**src/rtl/vga_scan_controller_if.sv**
```systemverilog
`default_nettype none
// ============================================================================
// Module   : vga_scan_controller_if
// Brief    : Raster outputs of the VGA scan controller (coordinates, syncs,
//            pixel strobe and frame pacing) grouped for downstream consumers.
// Revision : 1.0 - initial release
// ============================================================================
interface vga_scan_controller_if;
    logic       VGA_CLK;
    logic       pix_tick;
    logic [9:0] DrawX;
    logic [9:0] DrawY;
    logic       VGA_HS;
    logic       VGA_VS;
    logic       VGA_BLANK_N;
    logic       VGA_SYNC_N;
    logic       frame_start;
    logic [7:0] frame_count;

    modport master (
        output VGA_CLK, pix_tick, DrawX, DrawY, VGA_HS, VGA_VS,
               VGA_BLANK_N, VGA_SYNC_N, frame_start, frame_count
    );

    modport slave (
        input  VGA_CLK, pix_tick, DrawX, DrawY, VGA_HS, VGA_VS,
               VGA_BLANK_N, VGA_SYNC_N, frame_start, frame_count
    );
endinterface
`default_nettype wire

```
**src/rtl/vga_scan_controller.sv**
```systemverilog
`default_nettype none
// ============================================================================
// Module   : vga_scan_controller
// Brief    : VGA raster generator: pixel-rate divider, h/v counters, syncs,
//            blanking with optional pixel-tick delay, and frame pacing pulse.
// Revision : 1.0 - initial release
// ============================================================================
module vga_scan_controller #(
    parameter int CLK_DIV    = 2,
    parameter int H_VISIBLE  = 640,
    parameter int H_FP       = 16,
    parameter int H_SYNC     = 96,
    parameter int H_BP       = 48,
    parameter int V_VISIBLE  = 480,
    parameter int V_FP       = 10,
    parameter int V_SYNC     = 2,
    parameter int V_BP       = 33,
    parameter int SYNC_DELAY = 0
) (
    input wire Clk,
    input wire Reset,
    vga_scan_controller_if.master vga
);
    localparam int c_H_TOTAL = H_VISIBLE + H_FP + H_SYNC + H_BP;
    localparam int c_V_TOTAL = V_VISIBLE + V_FP + V_SYNC + V_BP;
    localparam int c_DIV_W   = $clog2(CLK_DIV);

    localparam logic [c_DIV_W-1:0] c_DIV_LAST = c_DIV_W'(CLK_DIV - 1);
    localparam logic [c_DIV_W-1:0] c_DIV_HALF = c_DIV_W'(CLK_DIV / 2);
    localparam logic [9:0] c_H_LAST   = 10'(c_H_TOTAL - 1);
    localparam logic [9:0] c_V_LAST   = 10'(c_V_TOTAL - 1);
    localparam logic [9:0] c_H_VIS    = 10'(H_VISIBLE);
    localparam logic [9:0] c_V_VIS    = 10'(V_VISIBLE);
    localparam logic [9:0] c_HS_START = 10'(H_VISIBLE + H_FP);
    localparam logic [9:0] c_HS_END   = 10'(H_VISIBLE + H_FP + H_SYNC);
    localparam logic [9:0] c_VS_START = 10'(V_VISIBLE + V_FP);
    localparam logic [9:0] c_VS_END   = 10'(V_VISIBLE + V_FP + V_SYNC);
    // {hs_n, vs_n, blank_n} idle value: syncs inactive, display blanked
    localparam logic [2:0] c_SYNC_IDLE = 3'b110;

    logic [c_DIV_W-1:0] r_div_cnt;
    logic [c_DIV_W-1:0] w_div_next;
    logic               r_pix_tick;
    logic               r_vga_clk;
    logic [9:0]         r_h;
    logic [9:0]         r_v;
    logic [9:0]         w_h_next;
    logic [9:0]         w_v_next;
    logic [2:0]         w_dec_next;
    logic [2:0]         r_dec;
    logic [2:0]         w_sync_out;
    logic               w_frame_edge;
    logic               r_frame_start;
    logic [7:0]         r_frame_count;

    assign w_div_next = (r_div_cnt == c_DIV_LAST) ? '0 : r_div_cnt + c_DIV_W'(1);

    always_comb begin
        w_h_next = r_h;
        w_v_next = r_v;
        if (r_pix_tick) begin
            if (r_h == c_H_LAST) begin
                w_h_next = 10'd0;
                w_v_next = (r_v == c_V_LAST) ? 10'd0 : r_v + 10'd1;
            end else begin
                w_h_next = r_h + 10'd1;
            end
        end
    end

    // Decode the coordinates about to be loaded so the registered syncs line up with DrawX/DrawY
    assign w_dec_next[2] = !((w_h_next >= c_HS_START) && (w_h_next < c_HS_END));
    assign w_dec_next[1] = !((w_v_next >= c_VS_START) && (w_v_next < c_VS_END));
    assign w_dec_next[0] = (w_h_next < c_H_VIS) && (w_v_next < c_V_VIS);

    assign w_frame_edge = r_pix_tick && (r_h == c_H_LAST) && (w_v_next == c_V_VIS);

    always_ff @(posedge Clk) begin
        if (Reset) begin
            r_div_cnt     <= '0;
            r_pix_tick    <= 1'b0;
            r_vga_clk     <= 1'b0;
            r_h           <= 10'd0;
            r_v           <= 10'd0;
            r_dec         <= c_SYNC_IDLE;
            r_frame_start <= 1'b0;
            r_frame_count <= 8'd0;
        end else begin
            r_div_cnt     <= w_div_next;
            r_pix_tick    <= (w_div_next == c_DIV_LAST);
            r_vga_clk     <= (w_div_next >= c_DIV_HALF);
            r_h           <= w_h_next;
            r_v           <= w_v_next;
            r_dec         <= w_dec_next;
            r_frame_start <= w_frame_edge;
            if (w_frame_edge) begin
                r_frame_count <= r_frame_count + 8'd1;
            end
        end
    end

    generate
        if (SYNC_DELAY == 0) begin : g_no_delay
            assign w_sync_out = r_dec;
        end else begin : g_delay
            logic [2:0] r_stage [SYNC_DELAY];

            // Stage 0 samples the decode of the pixel just finished, giving one tick per stage
            always_ff @(posedge Clk) begin
                if (Reset) begin
                    for (int i = 0; i < SYNC_DELAY; i++) begin
                        r_stage[i] <= c_SYNC_IDLE;
                    end
                end else if (r_pix_tick) begin
                    r_stage[0] <= r_dec;
                    for (int i = 1; i < SYNC_DELAY; i++) begin
                        r_stage[i] <= r_stage[i-1];
                    end
                end
            end

            assign w_sync_out = r_stage[SYNC_DELAY-1];
        end
    endgenerate

    assign vga.VGA_CLK     = r_vga_clk;
    assign vga.pix_tick    = r_pix_tick;
    assign vga.DrawX       = r_h;
    assign vga.DrawY       = r_v;
    assign vga.VGA_HS      = w_sync_out[2];
    assign vga.VGA_VS      = w_sync_out[1];
    assign vga.VGA_BLANK_N = w_sync_out[0];
    assign vga.VGA_SYNC_N  = 1'b0;
    assign vga.frame_start = r_frame_start;
    assign vga.frame_count = r_frame_count;
endmodule
`default_nettype wire
```
**src/flat_wrapper.sv**
```systemverilog
// flat-port wrapper written by rule: the top's interface ports become plain ports
module vga_scan_controller_flat 
#(
    parameter int CLK_DIV    = 2,
    parameter int H_VISIBLE  = 640,
    parameter int H_FP       = 16,
    parameter int H_SYNC     = 96,
    parameter int H_BP       = 48,
    parameter int V_VISIBLE  = 480,
    parameter int V_FP       = 10,
    parameter int V_SYNC     = 2,
    parameter int V_BP       = 33,
    parameter int SYNC_DELAY = 0
)
  (Clk, Reset, vga_VGA_CLK, vga_pix_tick, vga_DrawX, vga_DrawY, vga_VGA_HS, vga_VGA_VS, vga_VGA_BLANK_N, vga_VGA_SYNC_N, vga_frame_start, vga_frame_count);
  vga_scan_controller_if vga_i ();
  input wire Clk;
  input wire Reset;
  output wire logic [$bits(vga_i.VGA_CLK)-1:0] vga_VGA_CLK;
  output wire logic [$bits(vga_i.pix_tick)-1:0] vga_pix_tick;
  output wire logic [$bits(vga_i.DrawX)-1:0] vga_DrawX;
  output wire logic [$bits(vga_i.DrawY)-1:0] vga_DrawY;
  output wire logic [$bits(vga_i.VGA_HS)-1:0] vga_VGA_HS;
  output wire logic [$bits(vga_i.VGA_VS)-1:0] vga_VGA_VS;
  output wire logic [$bits(vga_i.VGA_BLANK_N)-1:0] vga_VGA_BLANK_N;
  output wire logic [$bits(vga_i.VGA_SYNC_N)-1:0] vga_VGA_SYNC_N;
  output wire logic [$bits(vga_i.frame_start)-1:0] vga_frame_start;
  output wire logic [$bits(vga_i.frame_count)-1:0] vga_frame_count;
  assign vga_VGA_CLK = vga_i.VGA_CLK;
  assign vga_pix_tick = vga_i.pix_tick;
  assign vga_DrawX = vga_i.DrawX;
  assign vga_DrawY = vga_i.DrawY;
  assign vga_VGA_HS = vga_i.VGA_HS;
  assign vga_VGA_VS = vga_i.VGA_VS;
  assign vga_VGA_BLANK_N = vga_i.VGA_BLANK_N;
  assign vga_VGA_SYNC_N = vga_i.VGA_SYNC_N;
  assign vga_frame_start = vga_i.frame_start;
  assign vga_frame_count = vga_i.frame_count;
  vga_scan_controller #(.CLK_DIV(CLK_DIV), .H_VISIBLE(H_VISIBLE), .H_FP(H_FP), .H_SYNC(H_SYNC), .H_BP(H_BP), .V_VISIBLE(V_VISIBLE), .V_FP(V_FP), .V_SYNC(V_SYNC), .V_BP(V_BP), .SYNC_DELAY(SYNC_DELAY)) u_core (.Clk(Clk), .Reset(Reset), .vga(vga_i));
endmodule
```
**config.mk**
```make
export PLATFORM = sky130hd
export DESIGN_NAME = vga_scan_controller_flat
export DESIGN_NICKNAME = d
export VERILOG_FILES = /design/src/rtl/vga_scan_controller_if.sv /design/src/rtl/vga_scan_controller.sv /design/src/flat_wrapper.sv
export SDC_FILE = /design/constraint.sdc
export NUM_CORES = 1
export LEC_CHECK = 0
export BUFFER_PORTS_ARGS = -buffer_cell sky130_fd_sc_hd__clkbuf_2
export CAP_MARGIN = 20
export CELL_PAD_IN_SITES_DETAIL_PLACEMENT = 1
export CELL_PAD_IN_SITES_GLOBAL_PLACEMENT = 2
export CORE_MARGIN = 3
export CORE_UTILIZATION = 23
export CTS_CLUSTER_SIZE = 20
export DETAILED_ROUTE_END_ITERATION = 8
export PLACE_DENSITY = 0.63
export SETUP_SLACK_MARGIN = 0.15
export SLEW_MARGIN = 20
export SYNTH_ARGS = -nofsm -noshare
export SYNTH_HDL_FRONTEND = slang
export SYNTH_SLANG_ARGS = --single-unit
```
**constraint.sdc**
```tcl
create_clock -name Clk -period 5.55 [get_ports Clk]
set_clock_uncertainty 0.15 [all_clocks]
set_input_delay 1.3875 -clock Clk [delete_from_list [all_inputs] [get_ports Clk]]
set_output_delay 1.3875 -clock Clk [all_outputs]
set_load 0.02 [all_outputs]
```
### Yosys cells after proc, flatten, opt, wreduce, memory -nomap -nowiden

Index checks and enable logic that the tools add are counted.
W data, S select, Z words.

| word-level totals | value |
|---|---|
| bits in registers | 34 |
| bits in latches | 0 |
| bits in writable memories | 0 |
| ROM bits | 0 |
| input port bits | 2 |
| output and inout bits | 35 |
| logic and storage cells | 34 |
| memories | 0 |

| cells by class | value |
|---|---|
| add/subtract/negate cells | 4 |
| $mul | 0 |
| div/mod/pow operators | 0 |
| order comparisons | 7 |
| equal/unequal tests | 3 |
| shift-type cells | 0 |
| muxes and demuxes | 6 |
| bitwise logic cells | 0 |
| reductions and logical operators | 7 |

Operators with widths:

| cell | number |
|---|---|
| $mux W10 | 5 |
| $add A10 B1 Y10 const B | 2 |
| $eq A10 B10 Y1 const B | 2 |
| $lt A10 B10 Y1 const B | 2 |
| $lt A10 B9 Y1 const B | 2 |
| $eq A10 B9 Y1 const B | 1 |
| $ge A10 B10 Y1 const B | 1 |
| $ge A10 B9 Y1 const B | 1 |
| $add A8 B1 Y8 const B | 1 |
| $logic_and A1 B1 Y1 | 5 |
| $logic_not A1 Y1 | 2 |
| $add A1 B1 Y1 const B | 1 |
| $ge A1 B1 Y1 const B | 1 |
| $mux W1 | 1 |

### Logic depth before layout (Yosys ltp)

| logic depth | value |
|---|---|
| depth after elaboration | 7 |
| depth in mapped cells | 10 |
| mapped depth without buffers | 9 |

### Worst setup path before layout

OpenSTA, ideal clock, no wires.

| timing | value |
|---|---|
| path kind | register to register |
| start | register u_core.r_h[0], in the netlist u_core.vga.DrawX[0] |
| end | register u_core.r_frame_count[6], in the netlist u_core.vga.frame_count[6] |
| arrival time | 3.094 ns |
| data required time | 5.329 ns |
| slack | 2.236 ns |
| stages on the path, launching flop included | 11 |
| path buffers | 2 |
| clock period less this slack | 3.314 ns |
| cells stage by stage | dfxtp_1 -> ha_1 -> inv_1 -> or4_4 -> buf_6 -> o31a_1 -> a211oi_2 -> or4b_4 -> buf_6 -> or3_1 -> a21oi_1 |

| on the way | value |
|---|---|
| longest elaborated chain between the ends | 5 |
| elaborated cells between the ends (all ways) | 6 |
| classes of those cells | eq/ne: 2; mux: 2; reduce/logical: 2 |

Ends and longest elaborated chain:

| what | line | source |
|---|---|---|
| from (decl) | vga_scan_controller.sv:45 | `logic [9:0] r_h;` |
| from (signal assigned) | vga_scan_controller.sv:92 | `r_h <= w_h_next;` |
| $eq A10 B10 Y1 * | vga_scan_controller.sv:62, vga_scan_controller.sv:76 |  |
| $mux W10 | vga_scan_controller.sv:62 | `if (r_h == c_H_LAST) begin` |
| $mux W10 | vga_scan_controller.sv:61 | `if (r_pix_tick) begin` |
| $eq A10 B9 Y1 | vga_scan_controller.sv:76 | `assign w_frame_edge = r_pix_tick && (r_h == c_H_LAST) && (w_v_next == c_V_VIS);` |
| $logic_and A1 B1 Y1 * | vga_scan_controller.sv:76 |  |
| to (signal assigned) | vga_scan_controller.sv:97 | `r_frame_count <= r_frame_count + 8'd1;` |
| to (decl) | vga_scan_controller.sv:54 | `logic [7:0] r_frame_count;` |

Every way passes the cells marked *; elsewhere a longest branch is shown, timed or not.
A chain may end at the register's enable or synchronous reset.

### Final worst setup path

| timing | value |
|---|---|
| start | register u_core.r_v[7], in the netlist u_core.vga.DrawY[7] |
| end | register u_core.r_frame_count[7], in the netlist u_core.vga.frame_count[7] |

| on the way | value |
|---|---|
| longest elaborated chain between the ends | 6 |
| elaborated cells between the ends (all ways) | 7 |
| classes of those cells | add/sub: 1; eq/ne: 2; mux: 3; reduce/logical: 1 |

Ends and longest elaborated chain:

| what | line | source |
|---|---|---|
| from (decl) | vga_scan_controller.sv:46 | `logic [9:0] r_v;` |
| from (signal assigned) | vga_scan_controller.sv:93 | `r_v <= w_v_next;` |
| $add A10 B1 Y10 or $eq A10 B10 Y1 (tied branches) | vga_scan_controller.sv:64 | `w_v_next = (r_v == c_V_LAST) ? 10'd0 : r_v + 10'd1;` |
| $mux W10 | vga_scan_controller.sv:64 |  |
| $mux W10 | vga_scan_controller.sv:62 |  |
| $mux W10 * | vga_scan_controller.sv:61 |  |
| $eq A10 B9 Y1 * | vga_scan_controller.sv:76 |  |
| $logic_and A1 B1 Y1 * | vga_scan_controller.sv:76 |  |

Marks and branches as above.

==> results.json <==
{
  "run_status": "completed",
  "hold_violations": 0,
  "async_flop_share_pct": 0,
  "rr_startpoint": "u_core.vga.DrawY[7]",
  "syn_avg_cell_area_um2": 8.46,
  "synth_ff_type": "dfxtp_1",
  "crit_path_end_kind": "flop",
  "syn_area_mm2": 0.00175,
  "slew_headroom_pct": 54.9,
  "min_from": "u_core.vga.frame_count[7]",
  "avgViaCountPerCell": 4.83,
  "worst_pin_slew_ns": 0.670,
  "ys_types": 49,
  "ctsHoldBuffers": 0,
  "yosysMostFrequentCell": "dfxtp_1",
  "postCtsResizedCells": 0,
  "via_count": 1627,
  "wire_per_inst_um": 14.8,
  "whs_ns": 0.342,
  "power_density_mw_per_mm2": 236,
  "io_buffer_count": 35,
  "rsz0062_at_grt": "no",
  "r2r_slack_ns": 1.84,
  "crit_start": "u_core.vga.DrawY[7]",
  "dr_wl_met2_um": 2300,
  "nNetsFinal": 243,
  "cp.arrival_ns": 3.77,
  "final.setup.tns_ns": 0,
  "period_share_pct": 66.8,
  "synthTopCellsByArea": "dfxtp_1 38%, nor2_1 4.3%, nand3_1 4.0%",
  "peakVddDrop_mv": 0.0935,
  "maxSlewViolCount": 0,
  "crit_path_max_fanout": 14,
  "die-area_mm2": 0.00870,
  "nFillCells": 894,
  "drt-pass1-iter-count": 4,
  "hold_path.class": "flop to flop",
  "syn-num-nets": 213,
  "setup_violations": 0,
  "clk_pin_slew_ns": 0.07,
  "cp.required_ns": 5.61,
  "timing.fmax_mhz": 270,
  "numCtsBuffers": 5,
  "rows": 31,
  "initial_core_util_pct": 23.9,
  "yosys.area.top_type": "dfxtp_1",
  "grt_first_pass_wirelength_um": 8160,
  "routed_wl_um": 5000,
  "grt_util_all_layers_pct": 11.9,
  "final_util_pct": 28.7,
  "wl_met1_um": 2480,
  "cts_max_path_buffers": 2,
  "detail-route-antenna-nets": 0,
  "multi_input_area_um2": 1000,
  "die_w_um": 93.3,
  "syn_inst": 207,
  "min_period_ns": 3.71,
  "drive_gt1_share_pct": 23.5,
  "htreeDepth": 2,
  "antenna_cells": 0,
  "grt_max_degree": 30,
  "core_mm2": 0.00733,
  "p_total_uw": 496,
  "gp_congestion": 0.760,
  "drc": 0,
  "fp.dieH_um": 93.3,
  "clk_latency_ns": 0.29,
  "area_growth_pct": 20.0,
  "dr_wl_met3_um": 161,
  "leakage_nw": 0.799,
  "cts.sinks": 33,
  "clock-root-buffer": "clkbuf_8",
  "grt_pass1_vias": 1596,
  "post_cts_buffers": 0,
  "synth.yosys.seq_area_share_pct": 37.7,
  "maxCapViolCount": 0,
  "cts_tree": "done",
  "startpoint_type": "flop",
  "io_pins": 37,
  "drtIter0Drc": 36,
  "ys.warnings.count": 0,
  "synth_top_area_share_pct": 37.7,
  "seqCellArea_um2": 661,
  "synth_edf_count": 0,
  "yosys_register_bits": 33,
  "yosys-top-cells-count": "33 x dfxtp_1, 20 x nor2_1, 14 x nand3_1, 13 x a21oi_1, 11 x nand2_1",
  "highest_layer": "met4",
  "grt_overflow": 0,
  "antenna_found_initial": 0,
  "criticalPathCategory": "flop to flop",
  "place_hpwl_um": 3690
}
power by group:
part	switching [mW]	internal, mW
Sequential	0.00350	0.239
Combinational	0.0101	0.00451
Clock	0.0923	0.146
critical path, stage by stage (launching register included):
cell and delay, ns:
dfxtp_1 0.37, or4b_2 0.68, nor4_1 0.59, o21ai_0 0.25, a211oi_2 0.35, or4b_4 0.60
or4_1 0.50, a21oi_1 0.15
metal layers:
layer,GRT usage [%],vias to the layer above
met5,0,-
met4,4.40,0
met3,3.06,5
met2,18.6,25
met1,15.8,775
li1,-,822
cells by family after synthesis:
kind of cell / synth area share, %
AO/OA/AOI/OAI: 15.9
XOR/XNOR: 6.00
adder cells (fa/ha/maj): 2.86
buffers and inverters: 5.21
flip-flops: 37.7
multiplexers: 1.14
other: 0.214
AND/OR/NAND/NOR: 31.0
registers in the layout, indices dropped and copies added, names as in the netlist:
register and cells:
u_core.vga.frame_count 8, u_core.vga.VGA_CLK 1, u_core.vga.DrawY 10, u_core.vga.DrawX 10, u_core.r_dec 3, u_core.vga.frame_start 1
placed cells by master (no fill, tap or decap), types with 2 or more instances in the layout:
master and n:
clkbuf_2 35, dfxtp_1 33, nor2_1 20, nand3_1 14, a21oi_1 13, nand2_1 11
nor3_1 10, xnor2_1 7, o21ai_0 7, and3_1 6, nor4_1 6, clkbuf_8 6
inv_1 5, o31a_1 5, xor2_1 5, or3_1 5, nand4_1 4, ha_1 4
or4_1 3, o21ba_2 3, or4b_2 2, and3_2 2, nand4b_1 2, mux2i_1 2
o22ai_1 2, o31ai_1 2
final timing paths:
check                                   end  cells past startpoint
setup / recovery  u_core.vga.frame_count[7]                      7
hold / removal    u_core.vga.frame_count[7]                      2
setup reg to reg  u_core.vga.frame_count[7]                      7
hold reg to reg   u_core.vga.frame_count[7]                      2
through the flow:
stage                     instances  setup WS, ns  instance area (µm²)
after global placement          329          1.85                 1990
after global routing            337          1.61                 2100
after CTS                       337          1.83                 2100
after detailed placement        329          1.83                 1990
final                           337          1.84                 2100
after floorplan                 207          2.24                 1750
layout make-up:
| class | instances | share of cell area, % |
|---|---|---|
| flip-flops and latches | 33 | 31.4 |
| inverters | 5 | 0.893 |
| repair buffers | 36 | 8.69 |
| multi-input cells | 156 | 47.6 |
| clock inverters | 1 | 1.43 |
| clock buffers | 7 | 4.11 |
| well taps | 99 | 5.89 |
No activity file was read; power rests on OpenSTA's default activity.
